[src/rtl/sbc32_pkg.sv]
// rtl/sbc32_pkg.sv - shared types and sizing helpers for the serial subtract-with-borrow unit
// Contents: state_t (S_IDLE, S_RUN, S_DONE), CHUNK_DEFAULT, nchunk_of(), kw_of().
package sbc32_pkg;

  typedef enum logic [1:0] {
    S_IDLE = 2'd0,
    S_RUN  = 2'd1,
    S_DONE = 2'd2
  } state_t;

  localparam int CHUNK_DEFAULT = 8;

  // Number of slices needed to cover the 32-bit operand.
  function automatic int nchunk_of(input int chunk);
    return 32 / chunk;
  endfunction

  // Slice-index width; a single-slice build still needs a 1-bit index.
  function automatic int kw_of(input int chunk);
    return (32 / chunk > 1) ? $clog2(32 / chunk) : 1;
  endfunction

  localparam int NCHUNK_DEFAULT = nchunk_of(CHUNK_DEFAULT);
  localparam int KW_DEFAULT     = kw_of(CHUNK_DEFAULT);

endpackage

[src/rtl/sbc_slice.sv]
// rtl/sbc_slice.sv - combinational W-bit subtract-with-borrow slice
// Ports: a, b (W-bit operands), bin (borrow in) -> r (W-bit difference),
//        bout (borrow out of the MSB), msb_bin (borrow into the MSB, for overflow).
module sbc_slice #(
  parameter int W = 8
) (
  input  logic [W-1:0] a,
  input  logic [W-1:0] b,
  input  logic         bin,
  output logic [W-1:0] r,
  output logic         bout,
  output logic         msb_bin
);

  // One extra bit on top catches the borrow out of the slice.
  logic [W:0] full;
  assign full = {1'b0, a} - {1'b0, b} - {{W{1'b0}}, bin};
  assign r    = full[W-1:0];
  assign bout = full[W];

  // Borrow into the MSB comes from subtracting only the bits below it.
  generate
    if (W == 1) begin : g_one
      assign msb_bin = bin;
    end else begin : g_lo
      logic [W-1:0] lo;
      assign lo      = {1'b0, a[W-2:0]} - {1'b0, b[W-2:0]} - {{(W-1){1'b0}}, bin};
      assign msb_bin = lo[W-1];
    end
  endgenerate

endmodule

[src/rtl/sbc32_serial.sv]
// rtl/sbc32_serial.sv - multi-cycle 32-bit subtract-with-borrow, one CHUNK-bit slice per clock
// Ports: clk, rst (sync, active high), start, A, B, Bin -> busy, done (1-cycle pulse),
//        D[32:0] = {borrow_out, difference}, zero, neg, ovf.
// Build option: define SBC32_FLAGS_EN to compute zero/neg/ovf; otherwise they are tied to 0.
module sbc32_serial
  import sbc32_pkg::*;
#(
  parameter int CHUNK = CHUNK_DEFAULT
) (
  input  logic        clk,
  input  logic        rst,
  input  logic        start,
  input  logic [31:0] A,
  input  logic [31:0] B,
  input  logic        Bin,
  output logic        busy,
  output logic        done,
  output logic [32:0] D,
  output logic        zero,
  output logic        neg,
  output logic        ovf
);

  localparam int NCHUNK = nchunk_of(CHUNK);
  localparam int KW     = kw_of(CHUNK);

  state_t        state, state_nx;
  logic [31:0]   a_q, b_q;
  logic          borrow_q;
  logic [KW-1:0] k_q;
  logic [32:0]   d_q;

  logic [CHUNK-1:0] a_sl, b_sl, r;
  logic             bout;
  logic             last;
  logic             accept;
  logic [31:0]      d_lo_nx;

  // Slice muxes and the difference word with the current slice merged in.
  always_comb begin
    a_sl    = '0;
    b_sl    = '0;
    d_lo_nx = d_q[31:0];
    for (int i = 0; i < NCHUNK; i++) begin
      if (k_q == KW'(i)) begin
        a_sl                   = a_q[i*CHUNK +: CHUNK];
        b_sl                   = b_q[i*CHUNK +: CHUNK];
        d_lo_nx[i*CHUNK +: CHUNK] = r;
      end
    end
  end

  assign last   = (k_q == KW'(NCHUNK - 1));
  assign accept = start && ((state == S_IDLE) || (state == S_DONE));

`ifdef SBC32_FLAGS_EN
  logic msb_bin;
`else
  logic unused_msb_bin;
`endif

  sbc_slice #(.W(CHUNK)) u_slice (
    .a       (a_sl),
    .b       (b_sl),
    .bin     (borrow_q),
    .r       (r),
    .bout    (bout),
`ifdef SBC32_FLAGS_EN
    .msb_bin (msb_bin)
`else
    .msb_bin (unused_msb_bin)
`endif
  );

  always_comb begin
    state_nx = state;
    busy     = 1'b0;
    done     = 1'b0;
    case (state)
      S_IDLE: if (start) state_nx = S_RUN;
      S_RUN: begin
        busy = 1'b1;
        if (last) state_nx = S_DONE;
      end
      S_DONE: begin
        done     = 1'b1;
        state_nx = start ? S_RUN : S_IDLE;
      end
      default: state_nx = S_IDLE;
    endcase
  end

  always_ff @(posedge clk) begin
    if (rst) begin
      state    <= S_IDLE;
      a_q      <= '0;
      b_q      <= '0;
      borrow_q <= 1'b0;
      k_q      <= '0;
      d_q      <= '0;
    end else begin
      state <= state_nx;
      if (accept) begin
        a_q       <= A;
        b_q       <= B;
        borrow_q  <= Bin;
        k_q       <= '0;
        d_q[31:0] <= '0;
      end else if (state == S_RUN) begin
        d_q[31:0] <= d_lo_nx;
        borrow_q  <= bout;
        k_q       <= k_q + KW'(1);
        if (last) d_q[32] <= bout;
      end
    end
  end

  assign D = d_q;

`ifdef SBC32_FLAGS_EN
  logic zero_q, neg_q, ovf_q;

  // Flags are taken from the completed word on the edge that enters DONE.
  always_ff @(posedge clk) begin
    if (rst) begin
      zero_q <= 1'b0;
      neg_q  <= 1'b0;
      ovf_q  <= 1'b0;
    end else if ((state == S_RUN) && last) begin
      zero_q <= (d_lo_nx == 32'd0);
      neg_q  <= d_lo_nx[31];
      ovf_q  <= msb_bin ^ bout;
    end
  end

  assign zero = zero_q;
  assign neg  = neg_q;
  assign ovf  = ovf_q;
`else
  assign zero = 1'b0;
  assign neg  = 1'b0;
  assign ovf  = 1'b0;
`endif

endmodule

[config.mk]
export PLATFORM = sky130hd
export DESIGN_NAME = sbc32_serial
export DESIGN_NICKNAME = d
export VERILOG_FILES = /design/src/rtl/sbc32_pkg.sv /design/src/rtl/sbc_slice.sv /design/src/rtl/sbc32_serial.sv
export SDC_FILE = /design/constraint.sdc
export NUM_CORES = 1
export LEC_CHECK = 0
export CORE_MARGIN = 2
export CORE_UTILIZATION = 54
export DETAILED_ROUTE_END_ITERATION = 8
export GPL_TIMING_DRIVEN = 0
export PLACE_DENSITY = 0.89
export SLEW_MARGIN = 20
export SYNTH_ARGS = -nofsm -noshare
export SYNTH_HDL_FRONTEND = slang
export SYNTH_SLANG_ARGS = --single-unit
export TNS_END_PERCENT = 10
[constraint.sdc]
create_clock -name clk -period 9.1 [get_ports clk]
set_input_delay 1.82 -clock clk [delete_from_list [all_inputs] [get_ports clk]]
set_output_delay 1.82 -clock clk [all_outputs]
set_load 0.02 [all_outputs]
# Word level (Yosys, flattened, before mapping)
# Cells that the tools add are included.
word_totals:
  register_bits: 102
  input_bits: 68
  output_inout_bits: 38
  elab_cells: 49
classes:
  n_addsub: 3
  n_eq_ne: 7
  mux: 16
  n_bitwise: 1
  n_reduce_logical: 12
op_table:
  columns: ["operator", "n"]
  rows:
  - ["8-bit two-way mux", 8]
  - ["2-bit AND reduction", 5]
  - ["8-bit by 8-bit subtractor with 9-bit output", 1]
  - ["9-bit by 1-bit subtractor with 9-bit output", 1]
  - ["2-bit equality test, second input constant", 3]
  - ["2-bit case mux with 3 select lines", 1]
  - ["1-bit two-way mux", 5]
  - ["2-bit by 1-bit equality test with 1-bit output, second input constant", 2]
  - ["2-bit logical NOT", 2]
  - ["2-bit two-way mux", 2]
  - ["2-bit inequality test, second input constant", 2]
  - ["3-bit AND reduction", 1]
  - ["2-bit by 1-bit adder with 2-bit output, second input constant", 1]
  - ["2-bit nonzero test", 1]
  - ["2-bit OR reduction", 1]
  - ["1-bit logical AND", 1]
  - ["1-bit logical OR", 1]
  - ["1-bit NOT", 1]

# Depth between registers and ports, before layout
logic_depth:
  depth_word: 9
  depth_mapped: 19
  mapped_depth_nobuf: 17

# Hierarchy
# A second synthesis with hierarchy kept.
hier_totals:
  hier_cells: 604
  area_unflattened_um2: 4937.2
modules_own_cells:
  columns: ["mod", "instances", "cells_per_inst", "area_per_inst_um2", "seq_area_each_um2"]
  rows:
  - ["sbc32_serial", 1, 534, 4403.0, 2042.0]
  - ["sbc_slice", 1, 70, 534.3, 0.0]

# Least setup slack after synthesis
# OpenSTA, ideal clock, no wires.
synth_path:
  path_type: "reg2reg"
  from: "register k_q[0]"
  to: "register borrow_q"
  setup_ns: 0.150
  arrival_time_ns: 3.047
  required_time_ns: 8.950
  setup_slack_ns: 5.903
  stages_incl_launch_ff: 19
  n_path_buf: 2
  synth_period_minus_slack_ns: 3.197
  cell_sequence: "dfxtp_1 > inv_1 > ha_1 > buf_2 > buf_1 > nand2_1 > nor2_1 > a21oi_1 > nor2_1 > a21oi_1 > o21ai_0 > fa_1 > fa_1 > nand2_1 > a21oi_1 > o2bb2ai_1 > o21ai_1 > xor2_1 > a211oi_1"
synth_between:
  elab_chain_cells: 9
  elab_cells_between_ends: 16
  cone_classes: "2 x add/sub; 3 x eq/ne; 10 x mux; 1 x reduce/logical"
synth_rtl:
  columns: ["item", "line", "text"]
  rows:
  - ["start, declared", "sbc32_serial.sv:30", "logic [KW-1:0] k_q;"]
  - ["start signal, assigned", "sbc32_serial.sv:112", "k_q <= k_q + KW'(1);"]
  - ["2-bit logical NOT", "sbc32_serial.sv:45", "if (k_q == KW'(i)) begin"]
  - ["8-bit two-way mux (4 in a row)", "sbc32_serial.sv:45", null]
  - ["8-bit by 8-bit subtractor with 9-bit output *", "sbc_slice.sv:17", "assign full = {1'b0, a} - {1'b0, b} - {{W{1'b0}}, bin};"]
  - ["9-bit by 1-bit subtractor with 9-bit output *", "sbc_slice.sv:17", null]
  - ["1-bit two-way mux *", "sbc32_serial.sv:109", "end else if (state == S_RUN) begin"]
  - ["1-bit two-way mux *", "sbc32_serial.sv:103", "if (accept) begin"]
  - ["end signal, assigned", "sbc32_serial.sv:106", "borrow_q <= Bin;"]
  - ["end signal, assigned", "sbc32_serial.sv:111", "borrow_q <= bout;"]
  - ["end, declared", "sbc32_serial.sv:29", "logic borrow_q;"]
# Every way passes the cells marked *; elsewhere a longest branch is shown, timed or not. The select of a mux whose other input is x is not followed.
# A chain may end at the register's enable or synchronous reset.

# Final worst setup path
layout_path:
  from: "register k_q[0]"
  to: "register d_q[23], in the netlist D[23]"
layout_between:
  elab_chain_cells: 7
  elab_cells_between_ends: 15
  cone_classes: "2 x add/sub; 3 x eq/ne; 8 x mux; 2 x reduce/logical"
layout_rtl:
  columns: ["item", "line", "text"]
  rows:
  - ["2-bit logical NOT", "sbc32_serial.sv:45", null]
  - ["8-bit two-way mux (4 in a row)", "sbc32_serial.sv:45", null]
  - ["8-bit by 8-bit subtractor with 9-bit output", "sbc_slice.sv:17", null]
  - ["9-bit by 1-bit subtractor with 9-bit output", "sbc_slice.sv:17", null]
  - ["end signal, assigned", "sbc32_serial.sv:110", "d_q[31:0] <= d_lo_nx;"]
  - ["end, declared", "sbc32_serial.sv:31", "logic [32:0] d_q;"]
# Several ways; a longest one is shown, not always the timed one.

==> metrics <==
status finished clean; largest family of logic cells by synthesized area simple AND/OR/NAND/NOR gates; CTS Hold Bufs 0; Worst Setup SP k_q[0]$_SDFFE_PP0P_; CTS Buf Count 9; Antenna Diode Count 0; Routed WL around 12,000 um; Synth warnings 0; DRC Markers 0; RSZ-0062 raised after global routing no; clk_skew 0.0100 ns; post-CTS resize count 0; LEAKAGE approximately 2.2 nW; final hold vios 0; via count ~4,500; largest net degree at the start of global routing 17; drt via density roughly 5.4; CP Capture Type register; simple-gate share of the synthesized area 0.226; worst hold path type register to register; final core utilization 0.723; total track usage 0.281; total congestion overflow 0; Slew @ Worst Pin between 0.6 and 0.7 ns; IO buf count 101; Post-CTS Setup Bufs 0; Synth area leader dfxtp_1; Layout area overhead 29.4%; HP Start D[27]$_SDFFE_PP0P_; CP max FO 10; Tmin final about 4 ns; Post-synth EDFFs 0; commonest non-fill, non-tap cell in the layout nand2_1; worst reg2reg path depth 19; Setup CP Type register to register; HPWL after DPL ~9500 um; die area between 9000 and 10,000 sq um; total clock sinks a little over 100; first-pass GRT wire length 19,800 um; max-slew violations 0; ys flop type dfxtp_1; peak supply drop about 97 uV; Horiz. Die Dim 96.2 um; final setup TNS 0 ns; Post-Synthesis Cells between 600 and 700; Nets just over 800; initial antenna violation count 0; height of the die a little under 100 um; Power Density 169 nW/um^2; Syn Area/Cell approximately 7.5 sq um; 1st-pass router iterations 5; Async SR Flop Fraction 0; # fillers a little over 600; Synth Area in Adders 0.0523; Compound-Gate Fraction of Synth Area 0.192; I/O pin cnt approximately 110; clk buf depth 2; crit path DAT 4.30 ns; top post-synthesis cells by area dfxtp_1 (44%), nand2_1 (16%), a21oi_1 (12%); max_slew headroom 0.585; post-synth top area share 0.444; Max H-tree Level 3; routed len/inst 14.6 um; share of cells above drive strength 1 0.0437; Final GP Congestion 0.877; register area share after synthesis 0.444; max-cap violation count 0; count of cell types in the netlist 36; clock latency on the worst-skew pair around 0.38 ns; critical path startpoint category register; hold endpoint D[27]$_SDFFE_PP0P_; Synth Register Bits roughly 100; Tcrit/Tclk final 0.445; First DRT Iteration DRCs just under 300; fmax around 0.25 GHz; mux cell area share after synthesis 0.0153; CTS tree built; reg2reg start k_q[0]$_SDFFE_PP0P_; flop2flop setup slack 5.05 ns; most frequent cells in the layout nand2_1 (195), a21oi_1 (113), dfxtp_1 (102), clkdlybuf4s50_1 (101), nor2_1 (41); xor and xnor area share after synthesis 0.0114; Worst R2R End D[23]$_SDFFE_PP0P_; Rows 33; CTS clk-pin slew, worst paths around 0.10 ns; core area roughly 8200 sq um; CTS root buf clkbuf_8; Critical Path RT 9.36 ns; ANT nets after route 0; Synth Cell Area between 4000 and 5000 sq um; Initial Util 0.559; Setup-failing EPs final 0; hold depth 2; vias in the first global route roughly 4,300
==> where the power goes <==
group          leakage, nW  internal, mW  switching (mW)  total (mW)
clock network        0.104         0.135           0.157       0.293
logic                 1.28        0.0949           0.134       0.229
registers            0.833         0.468          0.0130       0.481
total                 2.22         0.699           0.304        1.00
==> registers in the layout, indices dropped and copies added, names as in the netlist <==
register and cells:
b_q 32, a_q 32, k_q 2, D 33, state 2, borrow_q 1
==> Yosys cell counts (2+ instances only) <==
cell type / instances
o21a_1: 3
clkbuf_1: 29
nand2_1: 195
mux2i_1: 7
o21ai_0: 19
and2_1: 5
xor2_1: 2
inv_1: 15
buf_4: 4
fa_1: 2
nand2b_1: 4
dfxtp_1: 102
nor2b_1: 4
ha_1: 16
a211oi_2: 2
xnor2_1: 4
nor2_1: 41
a21oi_1: 113
a211oi_1: 15
buf_2: 6
o21ai_1: 2
nand3_1: 4
buf_1: 6
==> layer usage <==
metal  vias to the layer above  track usage  part of all wire
li1                       2232            -                 -
met1                      2055        0.330              0.39
met2                       229        0.486              0.49
met3                        31       0.0572             0.090
met4                         0        0.139             0.032
met5                         -            0                 0
==> cell type report <==
type,count,area (sq um),area share
buffer,46,203,0.0341
clock buffer,11,141,0.0238
clock inverter,5,57.6,0.00968
inverter,16,60.1,0.0101
multi-input combinational,451,2300,0.387
sequential,102,2040,0.344
tap,105,131,0.0221
timing repair buffer,101,1010,0.170
==> stage by stage <==
step           hold WS (ns)  instances  setup slack (ns)  area, sq um  total power [mW]
2_1_floorplan         0.436        615              5.90         4600             0.634
3_3_place_gp          0.442        821              5.29         5740             0.707
3_5_place_dp          0.448        821              5.15         5740             0.717
4_1_cts               0.460        837              5.07         5940             0.999
5_1_grt               0.475        837              4.76         5940              1.05
6_report              0.457        837              5.05         5940              1.00
==> how the worst max path moves through the flow <==
stage                                  endpoint  cells past startpoint
after CTS                                  busy                      3
after global routing         D[23]$_SDFFE_PP0P_                     19
after detailed placement     D[23]$_SDFFE_PP0P_                     19
final                        D[23]$_SDFFE_PP0P_                     19
after floorplan           borrow_q$_SDFFE_PP0P_                     18
after global placement       D[23]$_SDFFE_PP0P_                     19
==> cells by family after synthesis <==
group,count (synthesis)
mux,7
fa+ha+maj,18
buf+inv,62
xor+xnor,6
flops,102
simple gates,258
compound gates,159
other cells,1
==> worst max-delay path: stages, from the launching register on <==
cell and delay [ns]:
dfxtp_1 0.36, inv_1 0.09, ha_1 0.13, buf_2 0.24, buf_1 0.52, nand2_1 0.11
nor2_1 0.13, a21oi_1 0.07, nor2_1 0.13, a21oi_1 0.05, o21ai_0 0.30, ha_1 0.21
inv_1 0.05, ha_1 0.33, a21oi_1 0.22, a21boi_0 0.29, o21ai_0 0.16, or3_4 0.37
nand3_1 0.11, a21oi_1 0.06
(Power assumes the default switching activity.)
==> edit 1: new RTL, same flow settings <==
Add a define of `SBC32_FLAGS_EN`.
--- a/src/rtl/sbc32_serial.sv
+++ b/src/rtl/sbc32_serial.sv
@@ -4,2 +4,4 @@
 // Build option: define SBC32_FLAGS_EN to compute zero/neg/ovf; otherwise they are tied to 0.
+`define SBC32_FLAGS_EN
+
 module sbc32_serial
Function: changed (Yosys sat finds a counterexample within 10 cycles, from zero or initial values and one cycle with rst high).
==> edit 1 against the unedited design <==
- clock power is 15% higher
- first-iteration DRC count rose by 4.8%
- routed wire length grew 13%
- critical path depth stayed put
- hold slack better by 0.0050 ns
- sequential share of layout area fell by 1.1 points
- non-clock buffer count is 5 higher
- setup slack worse by 1.4 ns
- clock skew grew 0.0030 ns
- combinational power grew 19%
- power increased by 10%
- design area up 6.2%
- sequential cell count rose by 3
- area after synthesis up 6.6%
- highest routed layer unchanged
==> edit 1: results <==
{
  "synthDistinctLibCells": 42,
  "final_layout_size_suffix_gt1_share_pct": 3.149,
  "seqCellArea_mm2": 0.002102,
  "io_buffer_count": 104,
  "detailedPlacementHpwl_mm": 10.60,
  "static_leak_nw": 2.338,
  "synth.yosys.seq_area_share_pct": 42.91,
  "power.combinational.total_mw": 0.273,
  "power_report.internal_total_mw": 0.7525,
  "yosys_register_bits": 105,
  "grt_max_degree": 20,
  "worst_r2r_startpoint": "k_q[1]",
  "power.switching_fraction_pct": 31.95,
  "clk_share_pct": 3.747,
  "critPathArrivalTime_ns": 5.76,
  "vias_per_cell": 5.557,
  "worstHoldStart": "b_q[14]",
  "netlist_top_cells_area": "sky130_fd_sc_hd__dfxtp_1 43%, sky130_fd_sc_hd__nand2_1 16%, sky130_fd_sc_hd__a21oi_1 14%",
  "standard_cell_with_the_maximum_stage_delay_on_the_critical_path": "sky130_fd_sc_hd__or4_1",
  "run_status": "finished clean",
  "setup.reg_to_reg.worst_slack_ns": 3.63,
  "fin_nets": 875,
  "vdd.ir_drop.worst_mv": 0.09481,
  "iter_0_drt_violations": 304,
  "critical_path.max_stage_delay_ns": 0.59,
  "non_clock_buffer_instance_count_of_the_final_layout": 152,
  "portion_of_total_power_attributed_to_sequential_cells_pct": 44.9,
  "grt_usage_pct": 27.48,
  "num-multi-input-gates": 505
}
## edit 1: cell types whose count changed after synthesis, sizes merged, moves of 4 or more
| cell | change |
|---|---|
| clkbuf | +8 |
| a21oi | +22 |
| o21ai | -11 |
| mux2i | -7 |
| nor2 | +17 |
| buf | -6 |
| nand2 | +13 |
| nor3 | +4 |
## edit 1: worst max-delay path by stage
stage | cells past startpoint | startpoint | endpoint | slack (ns)
floorplan | 20 | k_q[0] | zero | 4.81
global placement | 19 | k_q[0] | zero | 3.91
detailed placement | 19 | k_q[0] | zero | 3.79
CTS | 19 | k_q[0] | zero | 3.71
global route | 19 | k_q[0] | zero | 3.30
finish | 19 | k_q[1] | zero | 3.63
## edit 1: cells by family (layout without fill, tap and decap cells)
logic type      Yosys count  count (layout)  share of synthesized area (%)
buf+inv                  64             184                          5.159
flops                   105             105                          42.91
compound gates          173             173                          19.54
xor+xnor                  6               6                          1.354
simple gates            308             308                          26.13
fa+ha+maj                18              18                          4.904
## edit 1: metal layers
layer	share of wire, %	track usage (%)	vias to the layer above
li1	-	-	2453
met1	42	33.38	2275
met2	47	47.30	231
met3	6.8	3.654	53
met4	4.3	14.65	0
met5	0	0	-
## edit 1: stage by stage
stage | cell area (µm²) | util (%) | hold slack (ns) | setup WS [ns] | instances
6_report | 6311 | 72.02 | 0.4620 | 3.634 | 902
5_1_grt | 6311 | 72.02 | 0.4781 | 3.305 | 902
4_1_cts | 6311 | 72.02 | 0.4621 | 3.707 | 902
3_5_place_dp | 6075 | 69.32 | 0.4472 | 3.786 | 886
3_3_place_gp | 6075 | 69.32 | 0.4421 | 3.913 | 886
2_1_floorplan | 4898 | - | 0.4366 | 4.813 | 674
==> edit 2: new RTL, config.mk and constraints unchanged <==
Made on the original files. Add an input register stage for `start`, `A`, `B` and `Bin`, with the module's reset; this delays them by one clock. Comments in the files are not updated.
--- a/src/rtl/sbc32_serial.sv
+++ b/src/rtl/sbc32_serial.sv
@@ -25,2 +25,21 @@
   localparam int KW     = kw_of(CHUNK);
+
+  logic start_q;
+  logic [31:0] A_q;
+  logic [31:0] B_q;
+  logic Bin_q;
+
+  always_ff @(posedge clk) begin
+    if (rst) begin
+      start_q <= '0;
+      A_q     <= '0;
+      B_q     <= '0;
+      Bin_q   <= '0;
+    end else begin
+      start_q <= start;
+      A_q     <= A;
+      B_q     <= B;
+      Bin_q   <= Bin;
+    end
+  end
 
@@ -53,3 +72,3 @@
   assign last   = (k_q == KW'(NCHUNK - 1));
-  assign accept = start && ((state == S_IDLE) || (state == S_DONE));
+  assign accept = start_q && ((state == S_IDLE) || (state == S_DONE));
 
@@ -79,3 +98,3 @@
     case (state)
-      S_IDLE: if (start) state_nx = S_RUN;
+      S_IDLE: if (start_q) state_nx = S_RUN;
       S_RUN: begin
@@ -86,3 +105,3 @@
         done     = 1'b1;
-        state_nx = start ? S_RUN : S_IDLE;
+        state_nx = start_q ? S_RUN : S_IDLE;
       end
@@ -103,5 +122,5 @@
       if (accept) begin
-        a_q       <= A;
-        b_q       <= B;
-        borrow_q  <= Bin;
+        a_q       <= A_q;
+        b_q       <= B_q;
+        borrow_q  <= Bin_q;
         k_q       <= '0;
Behaviour: not the same (Yosys sat finds a counterexample within 4 cycles, from zero or initial values and one cycle with rst high).
==> edit 2 against the unedited design <==
- design area is 37% higher
- global-route usage is 3.4 points lower
- first-iteration DRC count is 5.5% lower
- register-to-register slack better by 0.13 ns
- hold slack worse by 0.022 ns
- sequential power is 61% higher
- fmax is 1.9% lower
- largest power group unchanged
- critical path depth is 16 lower
- setup slack worse by 0.080 ns
- area after synthesis is 38% higher
- highest routed layer unchanged
- power is 63% higher
- sequential cell count is 66 higher
- routed wire length is 22% higher
==> edit 2: results <==
{
  "run_status": "finished clean",
  "seq_total_area_pct": 41.45,
  "drt_first_pass_iters": 5,
  "synth_compound_area_share_pct": 13.90,
  "synthDistinctLibCells": 36,
  "cts.root.buffer_cell": "sky130_fd_sc_hd__clkbuf_16",
  "seq_pwr_mw": 0.776,
  "detailedPlacementHpwl_mm": 10.44,
  "cp_top_family": "buffers and inverters",
  "synth_fa_ha_area_share_pct": 3.780,
  "synth.yosys.seq_area_share_pct": 52.92,
  "p_switching_mw": 0.4059,
  "grt_usage_pct": 24.70,
  "grt_pass1_vias": 5297,
  "yosys_register_bits": 168,
  "clock_latency_ns": 0.43,
  "cts_resized": 0,
  "non_clock_buffer_area_share_pct": 15.28,
  "clk-power_mw": 0.678,
  "gp_congestion": 0.8995,
  "clk_share_pct": 6.924,
  "numCtsBuffers": 17,
  "critical_path.max_stage_delay_ns": 0.72,
  "netlist_top_cells_area": "sky130_fd_sc_hd__dfxtp_1 53%, sky130_fd_sc_hd__nand2_1 12%, sky130_fd_sc_hd__a21oi_1 8.9%",
  "vdd.ir_drop.worst_mv": 0.1398,
  "static_leak_nw": 2.986,
  "timing.setup.tns_ns": 0,
  "power_mw": 1.630,
  "fin_nets": 960,
  "slew_at_the_pin_closest_to_its_max_slew_limit_ns": 0.6570,
  "path_clk_slew_ns": 0.06,
  "critical_path_peak_fanout": 10,
  "num-multi-input-gates": 517,
  "iter_0_drt_violations": 274,
  "final_layout_size_suffix_gt1_share_pct": 5.524,
  "critPathArrivalTime_ns": 2.31,
  "synth.area.mux_share_pct": 1.103,
  "standard_cell_with_the_maximum_stage_delay_on_the_critical_path": "sky130_fd_sc_hd__clkdlybuf4s50_1",
  "clock_buffer_count": 18,
  "synth_common_cells": "195 x sky130_fd_sc_hd__nand2_1, 168 x sky130_fd_sc_hd__dfxtp_1, 113 x sky130_fd_sc_hd__a21oi_1",
  "multi_input_area_share_pct": 33.40,
  "yosys.area_share.xor_xnor_pct": 0.8269,
  "h-tree-depth": 4,
  "final.setup_skew_ns": 0.008049,
  "route.vias.total": 5382,
  "fillers": 823,
  "grt_pass1_wl_mm": 24.96,
  "wire_per_inst_um": 14.44,
  "largest_register_ffs": 33,
  "inv_count": 16,
  "non_clock_buffer_instance_count_of_the_final_layout": 154
}
-- edit 2: cell types whose count changed after synthesis --
cell / unedited run / this run
sky130_fd_sc_hd__clkbuf_1: 29 / 32
sky130_fd_sc_hd__buf_1: 6 / 10
sky130_fd_sc_hd__dfxtp_1: 102 / 168
sky130_fd_sc_hd__nor2b_1: 4 / 70
-- edit 2: cells by family (layout without fill, tap and decap cells) --
| family | after synthesis | after routing |
|---|---|---|
| AO/OA/AOI/OAI | 159 | 159 |
| XOR/XNOR | 6 | 6 |
| adder cells (fa/ha/maj) | 18 | 18 |
| buffers and inverters | 69 | 202 |
| flip-flops | 168 | 168 |
| multiplexers | 7 | 7 |
| other | 1 | 3 |
| AND/OR/NAND/NOR | 324 | 324 |
-- edit 2: path summary, 6_finish.rpt --
path	start	endpoint	slack (ns)	cells after the start
setup / recovery	state[0]	busy	4.97	3
hold / removal	B_q[28]	b_q[28]	0.44	2
setup reg to reg	k_q[1]	D[15]	5.18	19
hold reg to reg	B_q[28]	b_q[28]	0.44	2
-- edit 2: routing by layer --
metal / wire length [µm] / global-route usage, % / vias up
li1: - / - / 2662
met1: 6201 / 30.13 / 2464
met2: 7162 / 41.12 / 209
met3: 990 / 6.210 / 47
met4: 524 / 11.63 / 0
met5: 0 / 0 / -
-- edit 2: worst register-to-register path, cell delays in order, from the launching register on --
cell and delay, ns:
sky130_fd_sc_hd__dfxtp_1 0.32, sky130_fd_sc_hd__inv_1 0.11, sky130_fd_sc_hd__ha_1 0.15, sky130_fd_sc_hd__buf_2 0.21, sky130_fd_sc_hd__buf_1 0.46, sky130_fd_sc_hd__nand2_1 0.11
sky130_fd_sc_hd__nor2_1 0.10, sky130_fd_sc_hd__a21oi_1 0.06, sky130_fd_sc_hd__nor2_1 0.15, sky130_fd_sc_hd__a21oi_1 0.05, sky130_fd_sc_hd__o21ai_0 0.31, sky130_fd_sc_hd__ha_1 0.22
sky130_fd_sc_hd__inv_1 0.05, sky130_fd_sc_hd__ha_1 0.34, sky130_fd_sc_hd__a21oi_1 0.22, sky130_fd_sc_hd__a21boi_0 0.26, sky130_fd_sc_hd__o21ai_0 0.16, sky130_fd_sc_hd__or3_4 0.36
sky130_fd_sc_hd__nand3_1 0.10, sky130_fd_sc_hd__a21oi_1 0.07
-- edit 2: metrics by stage --
step / cells / setup slack [ns] / area [µm²]
final: 1030 / 4.974 / 8114
after global routing: 1030 / 4.770 / 8114
after CTS: 1030 / 4.982 / 8114
after detailed placement: 998 / 5.250 / 7552
after global placement: 998 / 5.322 / 7552
after floorplan: 754 / 5.903 / 6362
